==> src/rtl/lsu_pkg.sv <==
// Shared definitions for the load/store unit: FSM state encoding, access
// size codes, lsu_op field positions and lane-offset helpers.
package lsu_pkg;

    typedef enum logic [1:0] {
        LSU_IDLE = 2'd0,
        LSU_REQ  = 2'd1,
        LSU_WAIT = 2'd2,
        LSU_RESP = 2'd3
    } lsu_state_t;

    localparam logic [1:0] LSU_SIZE_B = 2'd0;
    localparam logic [1:0] LSU_SIZE_H = 2'd1;
    localparam logic [1:0] LSU_SIZE_W = 2'd2;

    // lsu_op = {is_store, signed_n, size[1:0]}
    localparam int LSU_OP_STORE   = 3;
    localparam int LSU_OP_UNS     = 2;
    localparam int LSU_OP_SIZE_HI = 1;
    localparam int LSU_OP_SIZE_LO = 0;

    // Byte offset actually used on the bus: halves align to the half, words
    // (and the unused size code 3) align to the word.
    function automatic logic [1:0] lsu_lane_off(input logic [1:0] size, input logic [1:0] off);
        logic [1:0] r;
        case (size)
            LSU_SIZE_B: r = off;
            LSU_SIZE_H: r = {off[1], 1'b0};
            default:    r = 2'b00;
        endcase
        return r;
    endfunction

    function automatic logic lsu_misaligned(input logic [1:0] size, input logic [1:0] off);
        logic r;
        case (size)
            LSU_SIZE_B: r = 1'b0;
            LSU_SIZE_H: r = off[0];
            default:    r = (off != 2'b00);
        endcase
        return r;
    endfunction

endpackage

==> src/rtl/lsu_if.sv <==
// Single-beat data-memory bus between the LSU (master) and memory (slave).
interface lsu_if #(
    parameter int ADDR_W = 32,
    parameter int DATA_W = 32
);
    logic              mem_reqValid;
    logic              mem_reqReady;
    logic [ADDR_W-1:0] mem_addr;
    logic              mem_wen;
    logic [DATA_W-1:0] mem_wdata;
    logic [3:0]        mem_wstrb;
    logic              mem_respValid;
    logic [DATA_W-1:0] mem_rdata;
    logic              mem_respErr;

    modport master (
        output mem_reqValid, mem_addr, mem_wen, mem_wdata, mem_wstrb,
        input  mem_reqReady, mem_respValid, mem_rdata, mem_respErr
    );

    modport slave (
        input  mem_reqValid, mem_addr, mem_wen, mem_wdata, mem_wstrb,
        output mem_reqReady, mem_respValid, mem_rdata, mem_respErr
    );
endinterface

==> src/rtl/lsu_align.sv <==
// Combinational lane logic for the LSU: store byte-lane replication and
// strobes, misalignment detection, and load lane extraction with extension.
module lsu_align
    import lsu_pkg::*;
#(
    parameter int DATA_W = 32
) (
    input  logic [3:0]        req_op_i,
    input  logic [1:0]        req_off_i,
    input  logic [DATA_W-1:0] req_wdata_i,
    output logic [DATA_W-1:0] req_wdata_o,
    output logic [3:0]        req_wstrb_o,
    output logic              req_misalign_o,
    input  logic [2:0]        rsp_op_i,
    input  logic [1:0]        rsp_off_i,
    input  logic [DATA_W-1:0] rsp_rdata_i,
    output logic [DATA_W-1:0] rsp_data_o
);

    logic [1:0]        req_size;
    logic [1:0]        req_lane;
    logic [1:0]        rsp_lane;
    logic [DATA_W-1:0] rsp_shift;

    assign req_size       = req_op_i[LSU_OP_SIZE_HI:LSU_OP_SIZE_LO];
    assign req_lane       = lsu_lane_off(req_size, req_off_i);
    assign req_misalign_o = lsu_misaligned(req_size, req_off_i);

    // Store path: replicate the right-aligned datum into every lane it could occupy
    always_comb begin
        req_wdata_o = req_wdata_i;
        req_wstrb_o = 4'b1111;
        case (req_size)
            LSU_SIZE_B: begin
                req_wdata_o = {4{req_wdata_i[7:0]}};
                req_wstrb_o = 4'b0001 << req_lane;
            end
            LSU_SIZE_H: begin
                req_wdata_o = {2{req_wdata_i[15:0]}};
                req_wstrb_o = 4'b0011 << req_lane;
            end
            default: ;
        endcase
        if (!req_op_i[LSU_OP_STORE]) begin
            req_wstrb_o = 4'b0000;
        end
    end

    assign rsp_lane  = lsu_lane_off(rsp_op_i[1:0], rsp_off_i);
    assign rsp_shift = rsp_rdata_i >> {rsp_lane, 3'b000};

    // Load path: pick the addressed lane, sign-extend unless signed_n is set
    always_comb begin
        rsp_data_o = rsp_rdata_i;
        case (rsp_op_i[1:0])
            LSU_SIZE_B: rsp_data_o = rsp_op_i[LSU_OP_UNS] ? {24'd0, rsp_shift[7:0]}
                                                          : {{24{rsp_shift[7]}}, rsp_shift[7:0]};
            LSU_SIZE_H: rsp_data_o = rsp_op_i[LSU_OP_UNS] ? {16'd0, rsp_shift[15:0]}
                                                          : {{16{rsp_shift[15]}}, rsp_shift[15:0]};
            default: ;
        endcase
    end

endmodule

==> src/rtl/lsu.sv <==
// Load/store unit: accepts one memory op from execute, performs a single-beat
// bus access and returns extended load data with a one-cycle respValid pulse.
// Optional feature macro: LSU_MISALIGN_TRAP_EN (misaligned accesses bypass
// the bus and complete with lsu_err=1; otherwise they are force-aligned).
module lsu
    import lsu_pkg::*;
#(
    parameter int ADDR_W = 32,
    parameter int DATA_W = 32
) (
    input  logic              clock,
    input  logic              reset,
    input  logic              reqValid,
    input  logic [3:0]        lsu_op,
    input  logic [ADDR_W-1:0] lsu_addr,
    input  logic [DATA_W-1:0] lsu_wdata,
    output logic              respValid,
    output logic [DATA_W-1:0] lsu_rdata,
    output logic              lsu_err,
    output logic              busy,
    lsu_if.master             mem
);

`ifdef LSU_MISALIGN_TRAP_EN
    localparam bit TrapEn = 1'b1;
`else
    localparam bit TrapEn = 1'b0;
`endif

    lsu_state_t        state_q;
    logic [3:0]        op_q;
    logic [1:0]        off_q;
    logic              respValid_q;
    logic [DATA_W-1:0] lsu_rdata_q;
    logic              lsu_err_q;
    logic              mem_reqValid_q;
    logic [ADDR_W-1:0] mem_addr_q;
    logic              mem_wen_q;
    logic [DATA_W-1:0] mem_wdata_q;
    logic [3:0]        mem_wstrb_q;

    logic [DATA_W-1:0] st_wdata;
    logic [3:0]        st_wstrb;
    logic              misalign;
    logic              trap;
    logic [DATA_W-1:0] ld_data;
    logic [DATA_W-1:0] rsp_data_d;

    lsu_align #(.DATA_W(DATA_W)) u_align (
        .req_op_i       (lsu_op),
        .req_off_i      (lsu_addr[1:0]),
        .req_wdata_i    (lsu_wdata),
        .req_wdata_o    (st_wdata),
        .req_wstrb_o    (st_wstrb),
        .req_misalign_o (misalign),
        .rsp_op_i       (op_q[2:0]),
        .rsp_off_i      (off_q),
        .rsp_rdata_i    (mem.mem_rdata),
        .rsp_data_o     (ld_data)
    );

    assign trap       = TrapEn & misalign;
    assign rsp_data_d = (mem.mem_respErr || op_q[LSU_OP_STORE]) ? '0 : ld_data;

    // Hold the accepted op and low address bits for response-side extraction
    always_ff @(posedge clock) begin
        if (state_q == LSU_IDLE && reqValid) begin
            op_q  <= lsu_op;
            off_q <= lsu_addr[1:0];
        end
    end

    // Access sequencer with registered bus and response outputs
    always_ff @(posedge clock or negedge reset) begin
        if (!reset) begin
            state_q        <= LSU_IDLE;
            respValid_q    <= 1'b0;
            lsu_rdata_q    <= '0;
            lsu_err_q      <= 1'b0;
            mem_reqValid_q <= 1'b0;
            mem_addr_q     <= '0;
            mem_wen_q      <= 1'b0;
            mem_wdata_q    <= '0;
            mem_wstrb_q    <= '0;
        end else begin
            case (state_q)
                LSU_IDLE: begin
                    if (reqValid) begin
                        if (trap) begin
                            // Trapped access: RESP is entered one cycle early so the pulse lands at +2
                            lsu_rdata_q <= '0;
                            lsu_err_q   <= 1'b1;
                            state_q     <= LSU_RESP;
                        end else begin
                            mem_reqValid_q <= 1'b1;
                            mem_addr_q     <= {lsu_addr[ADDR_W-1:2], 2'b00};
                            mem_wen_q      <= lsu_op[LSU_OP_STORE];
                            mem_wdata_q    <= st_wdata;
                            mem_wstrb_q    <= st_wstrb;
                            state_q        <= LSU_REQ;
                        end
                    end
                end
                LSU_REQ: begin
                    if (mem.mem_reqReady) begin
                        mem_reqValid_q <= 1'b0;
                        if (mem.mem_respValid) begin
                            lsu_rdata_q <= rsp_data_d;
                            lsu_err_q   <= mem.mem_respErr;
                            respValid_q <= 1'b1;
                            state_q     <= LSU_RESP;
                        end else begin
                            state_q <= LSU_WAIT;
                        end
                    end
                end
                LSU_WAIT: begin
                    if (mem.mem_respValid) begin
                        lsu_rdata_q <= rsp_data_d;
                        lsu_err_q   <= mem.mem_respErr;
                        respValid_q <= 1'b1;
                        state_q     <= LSU_RESP;
                    end
                end
                LSU_RESP: begin
                    if (respValid_q) begin
                        respValid_q <= 1'b0;
                        state_q     <= LSU_IDLE;
                    end else begin
                        respValid_q <= 1'b1;
                    end
                end
                default: state_q <= LSU_IDLE;
            endcase
        end
    end

    assign respValid        = respValid_q;
    assign lsu_rdata        = lsu_rdata_q;
    assign lsu_err          = lsu_err_q;
    assign busy             = (state_q != LSU_IDLE);
    assign mem.mem_reqValid = mem_reqValid_q;
    assign mem.mem_addr     = mem_addr_q;
    assign mem.mem_wen      = mem_wen_q;
    assign mem.mem_wdata    = mem_wdata_q;
    assign mem.mem_wstrb    = mem_wstrb_q;

endmodule

==> src/flat_wrapper.sv <==
// flat-port wrapper written by rule: the top's interface ports become plain ports
module lsu_flat import lsu_pkg::*;
#(
    parameter int ADDR_W = 32,
    parameter int DATA_W = 32
)
  (clock, reset, reqValid, lsu_op, lsu_addr, lsu_wdata, respValid, lsu_rdata, lsu_err, busy, mem_mem_reqValid, mem_mem_addr, mem_mem_wen, mem_mem_wdata, mem_mem_wstrb, mem_mem_reqReady, mem_mem_respValid, mem_mem_rdata, mem_mem_respErr);
  lsu_if #(.ADDR_W(ADDR_W), .DATA_W(DATA_W)) mem_i ();
  input  logic clock;
  input  logic reset;
  input  logic reqValid;
  input  logic [3:0] lsu_op;
  input  logic [ADDR_W-1:0] lsu_addr;
  input  logic [DATA_W-1:0] lsu_wdata;
  output logic respValid;
  output logic [DATA_W-1:0] lsu_rdata;
  output logic lsu_err;
  output logic busy;
  output wire logic [$bits(mem_i.mem_reqValid)-1:0] mem_mem_reqValid;
  output wire logic [$bits(mem_i.mem_addr)-1:0] mem_mem_addr;
  output wire logic [$bits(mem_i.mem_wen)-1:0] mem_mem_wen;
  output wire logic [$bits(mem_i.mem_wdata)-1:0] mem_mem_wdata;
  output wire logic [$bits(mem_i.mem_wstrb)-1:0] mem_mem_wstrb;
  input wire logic [$bits(mem_i.mem_reqReady)-1:0] mem_mem_reqReady;
  input wire logic [$bits(mem_i.mem_respValid)-1:0] mem_mem_respValid;
  input wire logic [$bits(mem_i.mem_rdata)-1:0] mem_mem_rdata;
  input wire logic [$bits(mem_i.mem_respErr)-1:0] mem_mem_respErr;
  assign mem_mem_reqValid = mem_i.mem_reqValid;
  assign mem_mem_addr = mem_i.mem_addr;
  assign mem_mem_wen = mem_i.mem_wen;
  assign mem_mem_wdata = mem_i.mem_wdata;
  assign mem_mem_wstrb = mem_i.mem_wstrb;
  assign mem_i.mem_reqReady = mem_mem_reqReady;
  assign mem_i.mem_respValid = mem_mem_respValid;
  assign mem_i.mem_rdata = mem_mem_rdata;
  assign mem_i.mem_respErr = mem_mem_respErr;
  lsu #(.ADDR_W(ADDR_W), .DATA_W(DATA_W)) u_core (.clock(clock), .reset(reset), .reqValid(reqValid), .lsu_op(lsu_op), .lsu_addr(lsu_addr), .lsu_wdata(lsu_wdata), .respValid(respValid), .lsu_rdata(lsu_rdata), .lsu_err(lsu_err), .busy(busy), .mem(mem_i));
endmodule
==> config.mk <==
export PLATFORM = sky130hd
export DESIGN_NAME = lsu_flat
export DESIGN_NICKNAME = d
export VERILOG_FILES = /design/src/rtl/lsu_pkg.sv /design/src/rtl/lsu_if.sv /design/src/rtl/lsu_align.sv /design/src/rtl/lsu.sv /design/src/flat_wrapper.sv
export SDC_FILE = /design/constraint.sdc
export NUM_CORES = 1
export LEC_CHECK = 0
export CAP_MARGIN = 20
export CORE_MARGIN = 2
export CORE_UTILIZATION = 44
export DETAILED_ROUTE_END_ITERATION = 12
export GPL_TIMING_DRIVEN = 0
export PLACE_DENSITY = 0.88
export RECOVER_POWER = 100
export SLEW_MARGIN = 20
export SYNTH_ARGS = -nofsm -noshare
export SYNTH_HDL_FRONTEND = slang
export SYNTH_SLANG_ARGS = --single-unit
==> constraint.sdc <==
create_clock -name clock -period 2.2 [get_ports clock]
set_input_delay 0.44 -clock clock [delete_from_list [all_inputs] [get_ports clock]]
set_output_delay 0.44 -clock clock [all_outputs]
set_load 0.05 [all_outputs]
Word level (Yosys, flattened, before mapping). Cells that the tools add are included.

Equal/unequal tests: 9. Shift operators: 3. Mux-type cells: 28. Reductions and logical operators: 14.

Operator list (number): one-hot mux 32 bit (2 select lines) (3); two-way mux 32 bit (5); >> shifter 32 x 5 -> 16 bit (1); two-way mux 1 bit (8); two-way mux 2 bit (4); one-hot mux 2 bit (2 select lines) (2); one-hot mux 2 bit (4 select lines) (1); one-hot mux 4 bit (2 select lines) (1); == test 2 x 1 -> 1 bit, second input constant (3); zero test 2 bit (3); inequality test 2 bit, second input constant (3); AND reduction 2 bit (3); nonzero test 2 bit (3); == test 2 bit, second input constant (2); two-way mux 4 bit (1); one-hot mux 1 bit (2 select lines) (2); AND reduction 4 bit (1); << shifter 1 x 2 -> 4 bit, first input constant (1); << shifter 2 x 2 -> 4 bit, first input constant (1); one-hot mux 1 bit (3 select lines) (1); AND reduction 3 bit (1); nonzero test 3 bit (1); inequality test 2 x 1 -> 1 bit, second input constant (1); logical AND 1 bit (1); logical OR 1 bit (1).

Flip-flop bits (word level): 110. Input port bits: 106. Output and inout bits: 105. Word-level logic and storage cells: 65.

Longest topological paths before layout.
Depth in word-level cells: 9. Mapped depth: 8. Depth with buffers taken out: 6.

By module. From an unflattened synthesis, not the netlist that was laid out.

Cells, all modules: 500. Area total of the unflattened synthesis: 5726.7 um^2.

Modules (own cells, without submodules): lsu (instances 1, cells each 326, area each 4530.6 um^2, sequential area each 2782.7 um^2); lsu_align (instances 1, cells each 174, area each 1196.1 um^2, sequential area each 0.0 um^2).

Worst setup path after synthesis. No wires, ideal clock.

Path type: flip-flop to flip-flop. From: register u_core.state_q[0]. To: register u_core.mem_wdata_q[5] (netlist: u_core.mem.mem_wdata[5]). Setup time: 125 ps. Arrival: 1776 ps. Required time: 2075 ps. Setup slack: 300 ps. Cell stages (with the launch flop): 7. Path buffers: 2. Clock period less this slack: 1900 ps. Cells stage by stage: dfrtp_1 > inv_1 > ha_1 > nand2_1 > clkbuf_1 > clkbuf_1 > mux2_2.

Longest elaborated chain between the ends: 2.

Ends and longest elaborated chain: start, declared (RTL line lsu.sv:30) `lsu_state_t state_q;`; start signal, assigned (RTL line lsu.sv:76) `state_q <= LSU_IDLE;`; start signal, assigned (RTL line lsu.sv:93) `state_q <= LSU_RESP;`; start signal, assigned (RTL line lsu.sv:100) `state_q <= LSU_REQ;`; zero test 2 bit (RTL line lsu.sv:86) `case (state_q)`; AND reduction 2 bit (no line); end signal, assigned (RTL line lsu.sv:98) `mem_wdata_q <= st_wdata;`; end, declared (RTL line lsu.sv:39) `logic [DATA_W-1:0] mem_wdata_q;`.

No other way between the ends. A chain may end at the register's enable or synchronous reset.

Worst setup path in the final report.
From: register u_core.state_q[1]. To: register u_core.lsu_rdata_q[5] (netlist: u_core.lsu_rdata[5]).

Longest elaborated chain between the ends: 3. Elaborated cells between the ends (all ways): 6. Those cells by class: 3 x eq/ne; 1 x mux; 2 x reduce/logical.

Ends and longest elaborated chain: == test 2 x 1 -> 1 bit / == test 2 bit (equally long branches) (RTL line lsu.sv:86); inequality test 2 bit (no line) / nonzero test 2 bit (equally long branches); AND reduction 2 bit (no line); end signal, assigned (RTL line lsu.sv:108) `lsu_rdata_q <= rsp_data_d;`; end signal, assigned (RTL line lsu.sv:119) `lsu_rdata_q <= rsp_data_d;`; end, declared (RTL line lsu.sv:34) `logic [DATA_W-1:0] lsu_rdata_q;`.

Parallel ways exist; a longest one is shown, timed or not.

==> run summary <==
commonest non-fill, non-tap cell in the layout = dlygate4sd3_1
Cell Area, Placed = 7560 um^2
Power Density = 1570 nW/um^2
Die Ht = 113 um
dpl ws = -0.308 ns
first-pass GRT wire length = 25.8 mm
Max Cap Viol = 0
worst-case clock buffer depth = 2
vias in the first global route = 4961
Filler Cell Count = 879
ys flop type = dfrtp_1
final hold violation count = 0
RSZ-0062 raised after global routing = yes
post-synthesis cell count = 494
H-tree levels = 3
post-route design area = 7860 um^2
hold_buf cts = 0
Leakage = 3.44 nW
FF/Latch Area = 2780 um^2
M1 WL = 6.33 mm
largest net degree at the start of global routing = 56
worst hold path class = input pin to asynchronous set/reset pin
CTS Buf Count = 9
Multi-input gate area = 2300 um^2
1st-iter DRT viols = 233
initial core utilization = 45.5%
critical path cell sequence = inv_1 > ha_2 > mux2_2 > nand2_1 > clkbuf_1 > nand2_1 > o21ai_0
Most common cell on crit path = nand2_1
crit share post-route = 97.6%
P&R area growth vs syn = 49.4%
Reg2Reg Setup Slack = 0.05 ns
Final WS setup = 0.0533 ns
post-synth design cell area = 5260 um^2
Clock transition at path regs = 0.07 ns
routed length per instance = 18.7 um
Core Util, Final = 68.0%
Worst slew margin = 12.7%
Met3 Wirelength = 1.47 mm
DR vias/cell = 5.45
final setup vio count = 0
skew final = 0.00569 ns
Detail Route Antenna Nets = 0
Seq/Total Area, Yosys = 52.9%
row count = 39
I/O Buffers = 208
critical path startpoint category = flop
Tmin final = 2.15 ns
fmax = 466 MHz
CTS tree = built
# clock sinks = 110
share of layout cells above drive strength 1 = 13.4%
Yosys Warn Count = 0
Arrival @ worst endpoint = 2.40 ns
fin nets = 824
Die ar. = 12900 um^2
final wirelength = 16.1 mm
crit-path max cell delay = 0.45 ns
Max FO, Critical Path = 10
worst slew pin tran = 1.31 ns
clock latency on the worst-skew pair = 0.34 ns
most frequent cells in the layout = dlygate4sd3_1 (108), dfrtp_1 (104), clkdlybuf4s50_1 (98)
Worst EP required = 2.45 ns
slowest CP cell = clkbuf_1
Overflow after GRT = 0
drt pass-1 iters = 5
Setup Buffers After CTS = 0
RD Place Congestion = 0.890
Die Wd = 113 um
initial antenna violation count = 2
Top delay family on crit path = buffers and inverters
post-synth cell types = 45
Top Metal Used = met5
crit end category = flop
Total GRT Usage = 25.7%
via count = 4696
DRC viols = 0
asr flop ratio synth = 94.5%
Buf/Inv on CP = 2
VDD IR-drop max = 1.01 mV
Yosys reg bits = 110
number of synthesized flops with an enable pin = 6
Core Footprint = 11600 um^2
Clock Tree Root = clkbuf_16
status = finished clean
DP HPWL = 12.3 mm
Mean Syn Cell Area = 10.7 um^2
I/O Pins = 211
WS Path Type = flop to flop
count of pins over their slew limit = 0
met2 routed WL = 7.97 mm
[cell usage after synthesis, drive strengths merged, types with 6 or more instances]
master	instances	area [um^2]
edfxtp	6	180
mux2i	26	260
nor2b	11	68.8
o2111ai	7	61.3
nor2	23	88.8
a21oi	16	80.1
buf	15	80.1
inv	12	45.0
nand2b	10	70.1
nand2	73	274
mux2	49	552
dfrtp	104	2600
o211ai	7	52.6
o21ai	80	434
clkbuf	17	63.8
[final cells by class]
cell class                      count  share of cell area [%]
Sequential cell                   110                    35.4
Multi-Input combinational cell    341                    29.3
Timing Repair Buffer              209                    26.5
Clock buffer                       12                    3.53
Tap cell                          143                    2.28
Buffer                             30                    1.80
Clock inverter                      3                   0.605
Inverter                           12                   0.573
Antenna cell                        1                  0.0318
[registers in the layout, summed over array words and instances, names as in the netlist, 2 cells and up]
signal and cells:
u_core.off_q 2, u_core.mem.mem_wstrb 4, u_core.mem.mem_addr 30, u_core.mem.mem_wdata 32
u_core.lsu_rdata 32, u_core.op_q 4, u_core.state_q 2
[what timing repair did]
action	CTS	global route
gates resized for setup	6	6
gates cloned	0	0
endpoints found under the setup margin	45	42
[routing by layer]
layer	track usage, %	up-vias
li1	-	2182
met1	31.1	2288
met2	44.1	204
met3	8.46	20
met4	6.99	2
met5	0	-
[metrics by stage]
stage	cells	total power, mW	setup TNS [ns]	hold slack [ns]
floorplan	495	8.31	0	0.144
global placement	846	10.8	-338.11	0.462
detailed placement	847	11.0	-14.47	0.425
CTS	861	12.8	0	0.0536
global route	861	12.9	-4.18	0.473
finish	861	12.3	0	0.384
[cells by family (layout without fill, tap and decap cells)]
family	Yosys count	count (layout)	share of synthesized area [%]
buf+inv	44	266	3.59
flops	110	110	52.9
other cells	1	3	0.0713
simple gates	128	128	10.9
mux	76	76	15.9
compound gates	130	130	15.5
fa+ha+maj	5	5	1.19
[worst paths after layout]
check | startpoint | end | cells past startpoint
min reg2reg | u_core.mem.mem_wdata[8] | u_core.mem.mem_wdata[8] | 2
min in group clock | u_core.mem.mem_wdata[8] | u_core.mem.mem_wdata[8] | 2
max in group asynchronous | reset | u_core.mem.mem_addr[20] | 2
max | u_core.state_q[1] | u_core.lsu_rdata[5] | 7
min | reset | u_core.lsu_rdata[0] | 1
max reg2reg | u_core.state_q[1] | u_core.lsu_rdata[5] | 7
[power by group]
group	internal (mW)	switching (mW)
Sequential	3.00	0.533
Clock	1.02	0.729
Combinational	2.22	4.86
Total	6.23	6.12
[worst register-to-register path, cell delays in order, from the launching register on]
cell and delay (ns):
dfrtp_1 0.41, inv_1 0.14, ha_2 0.25, mux2_2 0.35, nand2_1 0.25, clkbuf_1 0.45, nand2_1 0.11, o21ai_0 0.10
Note: power is estimated with default switching activity, not from simulation.
